===== config.mk =====
export PLATFORM = sky130hd
export DESIGN_NAME = loop_sequencer_flat
export DESIGN_NICKNAME = d
export VERILOG_FILES = /design/src/rtl/loop_sequencer_if.sv /design/src/rtl/loop_sequencer.sv /design/src/flat_wrapper.sv
export SDC_FILE = /design/constraint.sdc
export NUM_CORES = 1
export LEC_CHECK = 0
export BUFFER_PORTS_ARGS = -buffer_cell sky130_fd_sc_hd__buf_2
export CAP_MARGIN = 0
export CELL_PAD_IN_SITES_DETAIL_PLACEMENT = 1
export CELL_PAD_IN_SITES_GLOBAL_PLACEMENT = 2
export CORE_MARGIN = 5
export CORE_UTILIZATION = 30
export CTS_CLUSTER_DIAMETER = 200
export CTS_CLUSTER_SIZE = 10
export DETAILED_ROUTE_END_ITERATION = 16
export GPL_ROUTABILITY_DRIVEN = 1
export PLACE_DENSITY_LB_ADDON = 0.1
export SLEW_MARGIN = 15
export SYNTH_ARGS = -nofsm -noshare
export SYNTH_HDL_FRONTEND = slang
export SYNTH_SLANG_ARGS = --single-unit

===== constraint.sdc =====
create_clock -name clock -period 4.8 [get_ports clock]
set_clock_uncertainty 0.05 [all_clocks]
set_input_delay 0.72 -clock clock [delete_from_list [all_inputs] [get_ports clock]]
set_output_delay 0.72 -clock clock [all_outputs]
set_load 0.02 [all_outputs]

===== src/rtl/loop_sequencer_if.sv =====
// Handshake bundle between loop_sequencer and the single-cycle datapath.
// The step input exists only when LOOP_SEQUENCER_STEP_EN is defined.
interface loop_sequencer_if #(
  parameter int SEL_W = 2,
  parameter int PC_W  = 12
);
  logic             start;
  logic             lt_flag;
`ifdef LOOP_SEQUENCER_STEP_EN
  logic             step;
`endif
  logic [SEL_W-1:0] i_sel;
  logic             exec;
  logic [PC_W-1:0]  pc;
  logic             busy;
  logic             done;
  logic             timeout;
  logic [7:0]       iter_count;

`ifdef LOOP_SEQUENCER_STEP_EN
  modport master (input start, lt_flag, step,
                  output i_sel, exec, pc, busy, done, timeout, iter_count);
  modport slave  (output start, lt_flag, step,
                  input i_sel, exec, pc, busy, done, timeout, iter_count);
`else
  modport master (input start, lt_flag,
                  output i_sel, exec, pc, busy, done, timeout, iter_count);
  modport slave  (output start, lt_flag,
                  input i_sel, exec, pc, busy, done, timeout, iter_count);
`endif
endinterface


===== src/rtl/loop_sequencer.sv =====
// Preamble + compare-driven loop sequencer with iteration watchdog.
// Optional single-step gating is enabled by defining LOOP_SEQUENCER_STEP_EN.
module loop_sequencer #(
  parameter int SEL_W    = 2,
  parameter int PC_W     = 12,
  parameter int PC_STEP  = 4,
  parameter int MAX_ITER = 255
) (
  input  logic                clock,
  input  logic                reset,
  loop_sequencer_if.master    bus
);
  typedef enum logic [2:0] {IDLE, PRE0, PRE1, CHECK, BODY0, BODY1, DONE} state_e;

  localparam logic [7:0] MAX_I = 8'(MAX_ITER);

  state_e           state_q, state_d;
  logic [7:0]       iter_q;
  logic [7:0]       iter_inc;
  logic             timeout_q;
  logic [SEL_W-1:0] sel_q, sel_d;
  logic [PC_W-1:0]  pc_q, pc_d;
  logic             exec_q, exec_d;
  logic             busy_q, busy_d;
  logic             done_q, done_d;
  logic             hold;

`ifdef LOOP_SEQUENCER_STEP_EN
  assign hold = (state_q inside {PRE0, PRE1, CHECK, BODY0, BODY1}) && !bus.step;
`else
  assign hold = 1'b0;
`endif

  assign iter_inc = iter_q + 8'd1;

  always_ff @(posedge clock or negedge reset) begin
    if (!reset) state_q <= IDLE;
    else        state_q <= state_d;
  end

  always_comb begin
    state_d = state_q;
    if (!hold) begin
      case (state_q)
        IDLE:    if (bus.start) state_d = PRE0;
        PRE0:    state_d = PRE1;
        PRE1:    state_d = CHECK;
        CHECK:   state_d = bus.lt_flag ? BODY0 : DONE;
        BODY0:   state_d = BODY1;
        BODY1:   state_d = (iter_inc == MAX_I) ? DONE : CHECK;
        DONE:    state_d = IDLE;
        default: state_d = IDLE;
      endcase
    end
  end

  // Outputs are decoded from the upcoming state so they register alongside it.
  always_comb begin
    sel_d  = '0;
    exec_d = 1'b0;
    pc_d   = '0;
    busy_d = 1'b1;
    done_d = 1'b0;
    case (state_d)
      IDLE:  busy_d = 1'b0;
      PRE0:  exec_d = 1'b1;
      PRE1:  begin sel_d = SEL_W'(1); exec_d = 1'b1; pc_d = PC_W'(PC_STEP); end
      CHECK: pc_d = PC_W'(2 * PC_STEP);
      BODY0: begin sel_d = SEL_W'(2); exec_d = 1'b1; pc_d = PC_W'(2 * PC_STEP); end
      BODY1: begin sel_d = SEL_W'(3); exec_d = 1'b1; pc_d = PC_W'(3 * PC_STEP); end
      DONE:  done_d = 1'b1;
      default: busy_d = 1'b0;
    endcase
    // A held slot keeps its address but must not write back a second time.
    if (hold) exec_d = 1'b0;
  end

  always_ff @(posedge clock or negedge reset) begin
    if (!reset) begin
      sel_q  <= '0;
      exec_q <= 1'b0;
      pc_q   <= '0;
      busy_q <= 1'b0;
      done_q <= 1'b0;
    end else begin
      sel_q  <= sel_d;
      exec_q <= exec_d;
      pc_q   <= pc_d;
      busy_q <= busy_d;
      done_q <= done_d;
    end
  end

  always_ff @(posedge clock or negedge reset) begin
    if (!reset) begin
      iter_q    <= '0;
      timeout_q <= 1'b0;
    end else if (state_q == IDLE && state_d == PRE0) begin
      iter_q    <= '0;
      timeout_q <= 1'b0;
    end else if (state_q == BODY1 && !hold) begin
      iter_q <= iter_inc;
      if (iter_inc == MAX_I) timeout_q <= 1'b1;
    end
  end

  assign bus.i_sel      = sel_q;
  assign bus.exec       = exec_q;
  assign bus.pc         = pc_q;
  assign bus.busy       = busy_q;
  assign bus.done       = done_q;
  assign bus.timeout    = timeout_q;
  assign bus.iter_count = iter_q;
endmodule


===== src/flat_wrapper.sv =====
// flat-port wrapper written by rule: the top's interface ports become plain ports
module loop_sequencer_flat 
#(
  parameter int SEL_W    = 2,
  parameter int PC_W     = 12,
  parameter int PC_STEP  = 4,
  parameter int MAX_ITER = 255
)
  (clock, reset, bus_start, bus_lt_flag, bus_i_sel, bus_exec, bus_pc, bus_busy, bus_done, bus_timeout, bus_iter_count);
  loop_sequencer_if #(.SEL_W(SEL_W), .PC_W(PC_W)) bus_i ();
  input  logic clock;
  input  logic reset;
  input wire logic [$bits(bus_i.start)-1:0] bus_start;
  input wire logic [$bits(bus_i.lt_flag)-1:0] bus_lt_flag;
  output wire logic [$bits(bus_i.i_sel)-1:0] bus_i_sel;
  output wire logic [$bits(bus_i.exec)-1:0] bus_exec;
  output wire logic [$bits(bus_i.pc)-1:0] bus_pc;
  output wire logic [$bits(bus_i.busy)-1:0] bus_busy;
  output wire logic [$bits(bus_i.done)-1:0] bus_done;
  output wire logic [$bits(bus_i.timeout)-1:0] bus_timeout;
  output wire logic [$bits(bus_i.iter_count)-1:0] bus_iter_count;
  assign bus_i.start = bus_start;
  assign bus_i.lt_flag = bus_lt_flag;
  assign bus_i_sel = bus_i.i_sel;
  assign bus_exec = bus_i.exec;
  assign bus_pc = bus_i.pc;
  assign bus_busy = bus_i.busy;
  assign bus_done = bus_i.done;
  assign bus_timeout = bus_i.timeout;
  assign bus_iter_count = bus_i.iter_count;
  loop_sequencer #(.SEL_W(SEL_W), .PC_W(PC_W), .PC_STEP(PC_STEP), .MAX_ITER(MAX_ITER)) u_core (.clock(clock), .reset(reset), .bus(bus_i));
endmodule

Yosys cells after proc, flatten, opt, wreduce, memory -nomap -nowiden --
Cells that the tools add are included.
Cells by class: $add $sub $neg 1, equality and inequality tests 12, reduce and logical (&&, ||, !) cells 8, muxes and demuxes 14
Operators with widths (count):
- case mux 3 bit (6 select lines) | 1
- 2-to-1 mux 8 bit | 2
- equality test 3 bit (second input constant) | 5
- equality test 3 x 2 -> 1 bit (second input constant) | 4
- case mux 4 bit (3 select lines) | 1
- adder 8 x 1 -> 8 bit (second input constant) | 1
- equality test 8 bit (second input constant) | 1
- equality test 3 x 1 -> 1 bit (second input constant) | 2
- 2-to-1 mux 1 bit | 6
- 2-to-1 mux 3 bit | 2
- case mux 2 bit (3 select lines) | 1
- OR reduction 6 bit | 1
- nonzero test 2 bit | 2
- OR reduction 4 bit | 1
- zero test 3 bit | 1
- 2-to-1 mux 2 bit | 1
- AND reduction 2 bit | 1
- OR reduction 2 bit | 1
- logical AND 1 bit | 1
Storage, ports and cells: input bits 4, register bits after elaboration 21, output and inout bits 26

Longest topological paths before layout --
Gate-level depths: netlist (run 1).
depth after elaboration 8, mapped depth 8, gate-level depth less buffers 8

Least setup slack after synthesis (run 1) --
No wires, ideal clock.
kind reg2reg, from register u_core.iter_q[0] (netlist: u_core.bus.iter_count[0]), to register u_core.pc_q[2] (netlist: u_core.bus.pc[2]), setup time 86 ps, arrival time 1587 ps, data required time 4664 ps, buffers on the path 0, slack 3077 ps, cell stages (with the launch flop) 7, cells stage by stage dfrtp_1 -> ha_1 -> xor2_1 -> nand3_1 -> o21ai_1 -> ha_1 -> nor3_1
On the way: word-level cells in the longest chain between the ends 7, elaborated cells between the ends (all ways) 10
RTL lines:
- from (decl) | line loop_sequencer.sv:18 | logic [7:0] iter_q;
- from (signal assigned) | line loop_sequencer.sv:102 | iter_q <= iter_inc;
- adder 8 x 1 -> 8 bit * | line loop_sequencer.sv:34 | assign iter_inc = iter_q + 8'd1;
- equality test 8 bit * | line loop_sequencer.sv:50 | BODY1: state_d = (iter_inc == MAX_I) ? DONE : CHECK;
- 2-to-1 mux 3 bit * | line loop_sequencer.sv:50
- case mux 3 bit (6 select lines) * | line loop_sequencer.sv:44 | case (state_q)
- via u_core.state_d[2] | line loop_sequencer.sv:17 | state_e state_q, state_d;
- equality test 3 x 2 -> 1 bit or equality test 3 bit (tied branches) | line loop_sequencer.sv:64 | case (state_d)
- OR reduction 2 bit (no source line)
- case mux 4 bit (3 select lines) * | line loop_sequencer.sv:64
- via u_core.pc_d[2] | line loop_sequencer.sv:22 | logic [PC_W-1:0] pc_q, pc_d;
- to (signal assigned) | line loop_sequencer.sv:88 | pc_q <= pc_d;
- to (decl) | line loop_sequencer.sv:22
Mark *: on every way through the listed nets, which the timed path passes. The rest lies on a longest branch. A chain may end at the register's enable or synchronous reset.

Final worst setup path (run 1) --
from register u_core.iter_q[0] (netlist: u_core.bus.iter_count[0]), to register u_core.sel_q[0] (netlist: u_core.bus.i_sel[0])
On the way: word-level cells in the longest chain between the ends 6, elaborated cells between the ends (all ways) 8
RTL lines:
- adder 8 x 1 -> 8 bit * | line loop_sequencer.sv:34
- equality test 8 bit * | line loop_sequencer.sv:50
- 2-to-1 mux 3 bit * | line loop_sequencer.sv:50
- case mux 3 bit (6 select lines) * | line loop_sequencer.sv:44
- via u_core.state_d[2] | line loop_sequencer.sv:17
- equality test 3 bit or equality test 3 x 2 -> 1 bit (tied branches) | line loop_sequencer.sv:64
- case mux 2 bit (3 select lines) * | line loop_sequencer.sv:64
- via u_core.sel_d[0] | line loop_sequencer.sv:21 | logic [SEL_W-1:0] sel_q, sel_d;
- to (signal assigned) | line loop_sequencer.sv:86 | sel_q <= sel_d;
- to (decl) | line loop_sequencer.sv:21
Marks and branches as above.

==> results.py, run 1 <==
metrics = {
    "critical_path": {
        "critPathMaxStageDelay_ps": 440,
        "required_ps": 4970,
        "cp.arrival_ps": 2080,
        "cpMaxStageDelayCell": "dfrtp_1",
        "crit_chain": "ha_1 -> xor2_1 -> nand3_1 -> o21ai_1 -> ha_1 -> nand3_1 -> a21oi_1",
        "path_class": "reg -> reg",
        "crit_path_max_fanout": 6,
        "end_kind": "flop",
        "path_delay_family": "adder cells",
        "path_buf_inv": 0,
        "start_kind": "flop",
    },
    "layout": {
        "multiInputGateArea_sq_um": 446.7,
        "layout.cells.most_common_list": "buf_2 (19), dfrtp_1 (19), conb_1 (10)",
        "syn2layout_area_growth_pct": 11.36,
        "fin_area_sq_mm": 0.001116,
        "n_fill_cell": 395,
        "nets": 130,
        "drive_gt1_frac": 0.1967,
        "final_core_util": 0.3398,
        "seq_area_sq_um": 475.5,
        "diodes": 0,
    },
    "synthesis": {
        "synth_area_leaders": "dfrtp_1 (47%), buf_4 (7.5%), xor2_1 (5.2%)",
        "synth_top_area_share": 0.4744,
        "avgSynthCellArea_sq_um": 9.545,
        "ys_seq_elements": 19,
        "yosysWarnings": 0,
        "ys_seq_area_frac": 0.4744,
        "yosys.area.top_type": "dfrtp_1",
        "synth_cell_types": 31,
        "syn-instance-count": 105,
        "synth_area_sq_mm": 0.001002,
    },
    "power": {
        "power.density_mw_per_mm2": 523.0,
        "leakagePower_nw": 0.5759,
        "peakVddDrop_uv": 161.8,
    },
    "place": {
        "io_buffers": 19,
        "place_hpwl_um": 1648,
        "place_area_sq_mm": 0.001090,
        "place.gp.congestion": 0.7647,
    },
    "timing": {
        "min_period_over_period": 0.3979,
        "fmax_mhz": 523.6,
        "hold_viol": 0,
        "hold_ws_ps": 290.7,
        "finalSetupTns_ps": 0,
        "period_needed_ps": 1910,
        "finalMaxSlewViolations": 0,
        "final-setup-viol-count": 0,
        "rsz0062_at_grt": "false",
    },
    "die": {
        "coreArea_sq_mm": 0.003284,
        "start_util": 0.3051,
        "rows": 21,
        "dieArea_sq_mm": 0.004597,
        "die_w_um": 67.80,
        "die_h_um": 67.80,
        "io_pins": 30,
    },
    "routing": {
        "ant_nets": 0,
        "drcViolationCount": 0,
        "vias": 766,
        "routed_wl_um": 2207,
        "via_per_inst": 4.560,
        "avgRoutedWirePerCell_um": 13.14,
        "first_pass_iters": 4,
        "drtIter0Drc": 21,
    },
    "clocking": {
        "cts_tree": "done",
        "cts_resized": 0,
        "postCtsSetupBuffers": 0,
        "cts.clk_slew.worst_paths_ps": 110,
        "holdBufCountCts": 0,
        "insertion_delay_ps": 290,
        "cts.sinks": 19,
        "root_buffer": "clkbuf_4",
        "cts_made_buffers": 3,
        "cts_buffer_depth": 2,
        "ctsHtreeMaxLevel": 1,
    },
    "global_routing": {
        "grt_pass1_vias": 783,
        "grt_usage": 0.1062,
        "grt_pass1_wl_um": 3629,
        "grt_max_degree": 20,
        "antenna_found_initial": 0,
        "grt_overflow": 0,
    },
    "flow_run": {
        "maxCapViolCount": 0,
    },
    "min_path": {
        "min_path_type": "in -> async",
    },
    "status": {
        "run_status": "completed",
    },
}
-- state kept, by name, summed over array words and instances, names as in the netlist --
name and count:
u_core.bus.iter_count 8, u_core.state_q 3, u_core.bus.i_sel 2, u_core.bus.pc 2, u_core.bus.busy 1, u_core.bus.done 1
u_core.bus.exec 1, u_core.bus.timeout 1
-- per-layer routing --
layer / part of all wire / track usage / wire length, um / vias to the layer above
met5: 0 / 0 / 0 / -
met4: 0.0072 / 0.04467 / 16 / 0
met3: 0.053 / 0.01664 / 118 / 2
met2: 0.51 / 0.1762 / 1119 / 16
met1: 0.43 / 0.1360 / 953 / 380
li1: - / - / - / 368
-- where the power goes --
group | switching (mW) | leakage (nW) | internal, mW
Clock | 0.0485 | 0.0150 | 0.0323
Combinational | 0.145 | 0.311 | 0.0943
Sequential | 0.0587 | 0.250 | 0.205
-- cells in the mapped netlist --
master      n
buf_2       4
a21oi_1     5
o21ai_1     2
inv_1       3
or2_4       1
inv_2       1
a211oi_1    1
nand3_1     4
nor2_1      8
conb_1      1
nand4_1     3
nor3_1      2
and3b_1     1
ha_1        3
o22ai_1     1
nand2_1     7
o32ai_1     1
o21ai_0     4
and2_1      1
xor2_1      6
o21a_1      1
clkbuf_1    1
buf_4      10
a2bb2oi_1   1
o22a_1      1
dfrtp_1    19
nand2b_1    4
a21o_1      1
xnor2_1     2
or3_1       1
and3_1      5
-- path summary, 6_finish.rpt --
kind	startpoint	to	slack [ps]	depth (start not counted)
min	reset	u_core.bus.iter_count[7]$_DFFE_PN0P_	290	1
max reg2reg	u_core.bus.iter_count[0]$_DFFE_PN0P_	u_core.bus.i_sel[0]$_DFF_PN0_	2890	7
max	u_core.bus.iter_count[0]$_DFFE_PN0P_	u_core.bus.i_sel[0]$_DFF_PN0_	2890	7
min reg2reg	u_core.bus.timeout$_DFFE_PN0P_	u_core.bus.timeout$_DFFE_PN0P_	490	2
max in group asynchronous	reset	u_core.bus.iter_count[4]$_DFFE_PN0P_	4110	1
min in group clock	u_core.bus.timeout$_DFFE_PN0P_	u_core.bus.timeout$_DFFE_PN0P_	490	2
-- area by class of cell --
| type | instances | area share |
|---|---|---|
| clock buffer | 4 | 0.02354 |
| inverter | 4 | 0.01345 |
| multi-input combinational | 76 | 0.4002 |
| sequential | 19 | 0.4260 |
| tap | 46 | 0.05157 |
| timing repair buffer | 19 | 0.08520 |
-- logic make-up (layout without fill, tap and decap cells) --
logic type	count (synthesis)	count (layout)	synth area share
fa+ha+maj	3	3	0.03746
compound gates	18	18	0.1099
xor+xnor	8	8	0.06992
buf+inv	19	27	0.1136
flops	19	19	0.4744
simple gates	37	37	0.1910
other cells	1	10	0.003742
-- worst reg2reg max path: stages, from the launching register on --
cell and delay, ps:
dfrtp_1 440, ha_1 250, xor2_1 160, nand3_1 200
o21ai_1 240, ha_1 240, nand3_1 100, a21oi_1 160
-- through the flow --
stage | worst slack [ps] | power (mW) | std cells
after floorplan | 3077 | 0.4458 | 114
after global placement | 2949 | 0.5112 | 164
after detailed placement | 2939 | 0.5110 | 164
after CTS | 2887 | 0.5963 | 168
after global routing | 2670 | 0.6385 | 168
final | 2890 | 0.5838 | 168
Note: power is estimated with default switching activity, not from simulation.
==> run 2, diff against run 1 <==
--- a/config.mk
+++ b/config.mk
@@ -10,7 +10,7 @@
 export CELL_PAD_IN_SITES_DETAIL_PLACEMENT = 1
 export CELL_PAD_IN_SITES_GLOBAL_PLACEMENT = 2
 export CORE_MARGIN = 5
-export CORE_UTILIZATION = 30
+export CORE_UTILIZATION = 27
 export CTS_CLUSTER_DIAMETER = 200
 export CTS_CLUSTER_SIZE = 10
 export DETAILED_ROUTE_END_ITERATION = 16
==> constraint.sdc (replaced) <==
create_clock -name clock -period 1.6 [get_ports clock]
set_clock_uncertainty 0.05 [all_clocks]
set_input_delay 0.24 -clock clock [delete_from_list [all_inputs] [get_ports clock]]
set_output_delay 0.24 -clock clock [all_outputs]
set_load 0.02 [all_outputs]
==> results.py, run 2 (same netlist as run 1, synthesis figures left out) <==
metrics = {
    "clocking": {
        "cts.sinks": 19,
        "cts_buffer_depth": 2,
        "cts.clk_slew.worst_paths_ps": 70,
        "cts_made_buffers": 3,
        "cts_tree": "done",
        "root_buffer": "clkbuf_8",
        "ctsHtreeMaxLevel": 1,
        "insertion_delay_ps": 260,
    },
    "layout": {
        "layout.cells.most_common_list": "buf_4 (21), buf_2 (19), dfrtp_1 (13)",
        "layout_commonest_cell": "buf_4",
        "diodes": 0,
        "instances_no_fill": 194,
        "syn2layout_area_growth_pct": 44.82,
        "nets": 154,
        "largest_reg_flops": 8,
        "drive_gt1_frac": 0.4521,
        "n_fill_cell": 428,
    },
    "die": {
        "io_pins": 30,
        "dieArea_sq_mm": 0.005030,
        "coreArea_sq_mm": 0.003633,
        "rows": 22,
        "die_w_um": 70.93,
        "start_util": 0.2758,
        "die_h_um": 70.93,
    },
    "timing": {
        "hold_viol": 0,
        "rsz0062_at_grt": "true",
        "fmax_mhz": 619.9,
        "finalMaxSlewViolations": 0,
        "postLayoutSetupSlackWorst_ps": -13.26,
        "final-setup-viol-count": 3,
        "period_needed_ps": 1613,
        "min_period_over_period": 1.008,
        "finalSetupTns_ps": -18.58,
    },
    "critical_path": {
        "end_kind": "flop",
        "crit_path_max_fanout": 5,
        "required_ps": 1700,
        "path_class": "reg -> reg",
        "cp.arrival_ps": 1710,
        "start_kind": "flop",
    },
    "global_routing": {
        "grt_pass1_vias": 920,
        "grt_max_degree": 20,
        "grt_pass1_wl_um": 4402,
        "grt_usage": 0.1112,
        "antenna_found_initial": 0,
        "grt_overflow": 0,
    },
    "routing": {
        "ant_nets": 0,
        "vias": 855,
        "routed_wl_um": 2620,
        "avgRoutedWirePerCell_um": 13.51,
        "drcViolationCount": 0,
        "first_pass_iters": 4,
        "via_per_inst": 4.407,
        "drtIter0Drc": 32,
    },
    "place": {
        "pre_cts_ws_ps": -156.0,
        "place.gp.congestion": 0.7591,
        "dpl.cell_count": 182,
        "place_hpwl_um": 1967,
        "io_buffers": 19,
    },
    "power": {
        "leakagePower_nw": 0.7080,
        "power.density_mw_per_mm2": 1632,
        "total_power_mw": 2.368,
        "peakVddDrop_uv": 704.3,
    },
    "flow_run": {
        "maxCapViolCount": 0,
    },
    "min_path": {
        "min_path_type": "in -> reg",
    },
    "status": {
        "violations": "setup timing",
        "run_status": "complete, but fails checks",
    },
}
==> run 2: cell types whose count changed in the layout (fill, tap and decap cells not counted), sizes merged <==
cell / previous run / this run
buf: 19 / 42
dlygate4sd3: 0 / 1
==> run 2: worst paths after layout <==
kind,cells past startpoint,slack (ps),endpoint,startpoint
worst max-delay path,8,-10,u_core.bus.busy$_DFF_PN0_,u_core.bus.iter_count[1]$_DFFE_PN0P_
worst min-delay path,2,190,u_core.bus.done$_DFF_PN0_,bus_lt_flag
min in group asynchronous,2,410,u_core.bus.iter_count[2]$_DFFE_PN0P_,reset
worst max register to register,8,-10,u_core.bus.busy$_DFF_PN0_,u_core.bus.iter_count[1]$_DFFE_PN0P_
max in group asynchronous,2,740,u_core.bus.iter_count[5]$_DFFE_PN0P_,reset
worst min register to register,2,480,u_core.bus.timeout$_DFFE_PN0P_,u_core.bus.timeout$_DFFE_PN0P_
==> run 2: critical path: stages (launching register included) <==
cell and delay [ps]:
dfrtp_2 450, buf_6 130, ha_4 140, and3_4 150, nand3_4 90, o21ai_4 70, ha_4 170, buf_6 110
a21o_1 140
==> run 2: final cells by class <==
cell class                 count  area (sq um)  share of cell area
multi-input combinational     76         563.0              0.3879
timing repair buffer          43         285.3              0.1966
inverter                       4         15.01             0.01034
sequential                    19         483.0              0.3328
tap                           48         60.06             0.04138
clock buffer                   4         45.04             0.03103
==> run 2: through the flow <==
step	area (sq um)	hold slack, ps	util
6_report	1451	190.9	0.3994
3_3_place_gp	1240	166.6	0.3413
4_1_cts	1359	194.6	0.3740
2_1_floorplan	1064	-105.6	-
5_1_grt	1451	191.1	0.3994
3_5_place_dp	1240	166.3	0.3413
==> run 2: timing repair <==
action                                 CTS  global route
endpoints found under the hold margin   19             0
gates resized for setup                  9            10
hold buffers                             1             0
setup endpoints to repair                4             7
buffers inserted                         2             5
pin swaps                                3             2
==> run 2: per-layer routing <==
metal / track usage / wire [um] / vias up
met5: 0 / 0 / -
met3: 0.02415 / 114 / 4
li1: - / - / 413
met4: 0.03758 / 40 / 0
met2: 0.1813 / 1221 / 21
met1: 0.1459 / 1243 / 417
==> run 2: power breakdown <==
part | internal [mW] | switching [mW] | total (mW)
Combinational | 0.612 | 0.650 | 1.26
Sequential | 0.626 | 0.146 | 0.772
Clock | 0.177 | 0.157 | 0.334
Total | 1.42 | 0.952 | 2.37
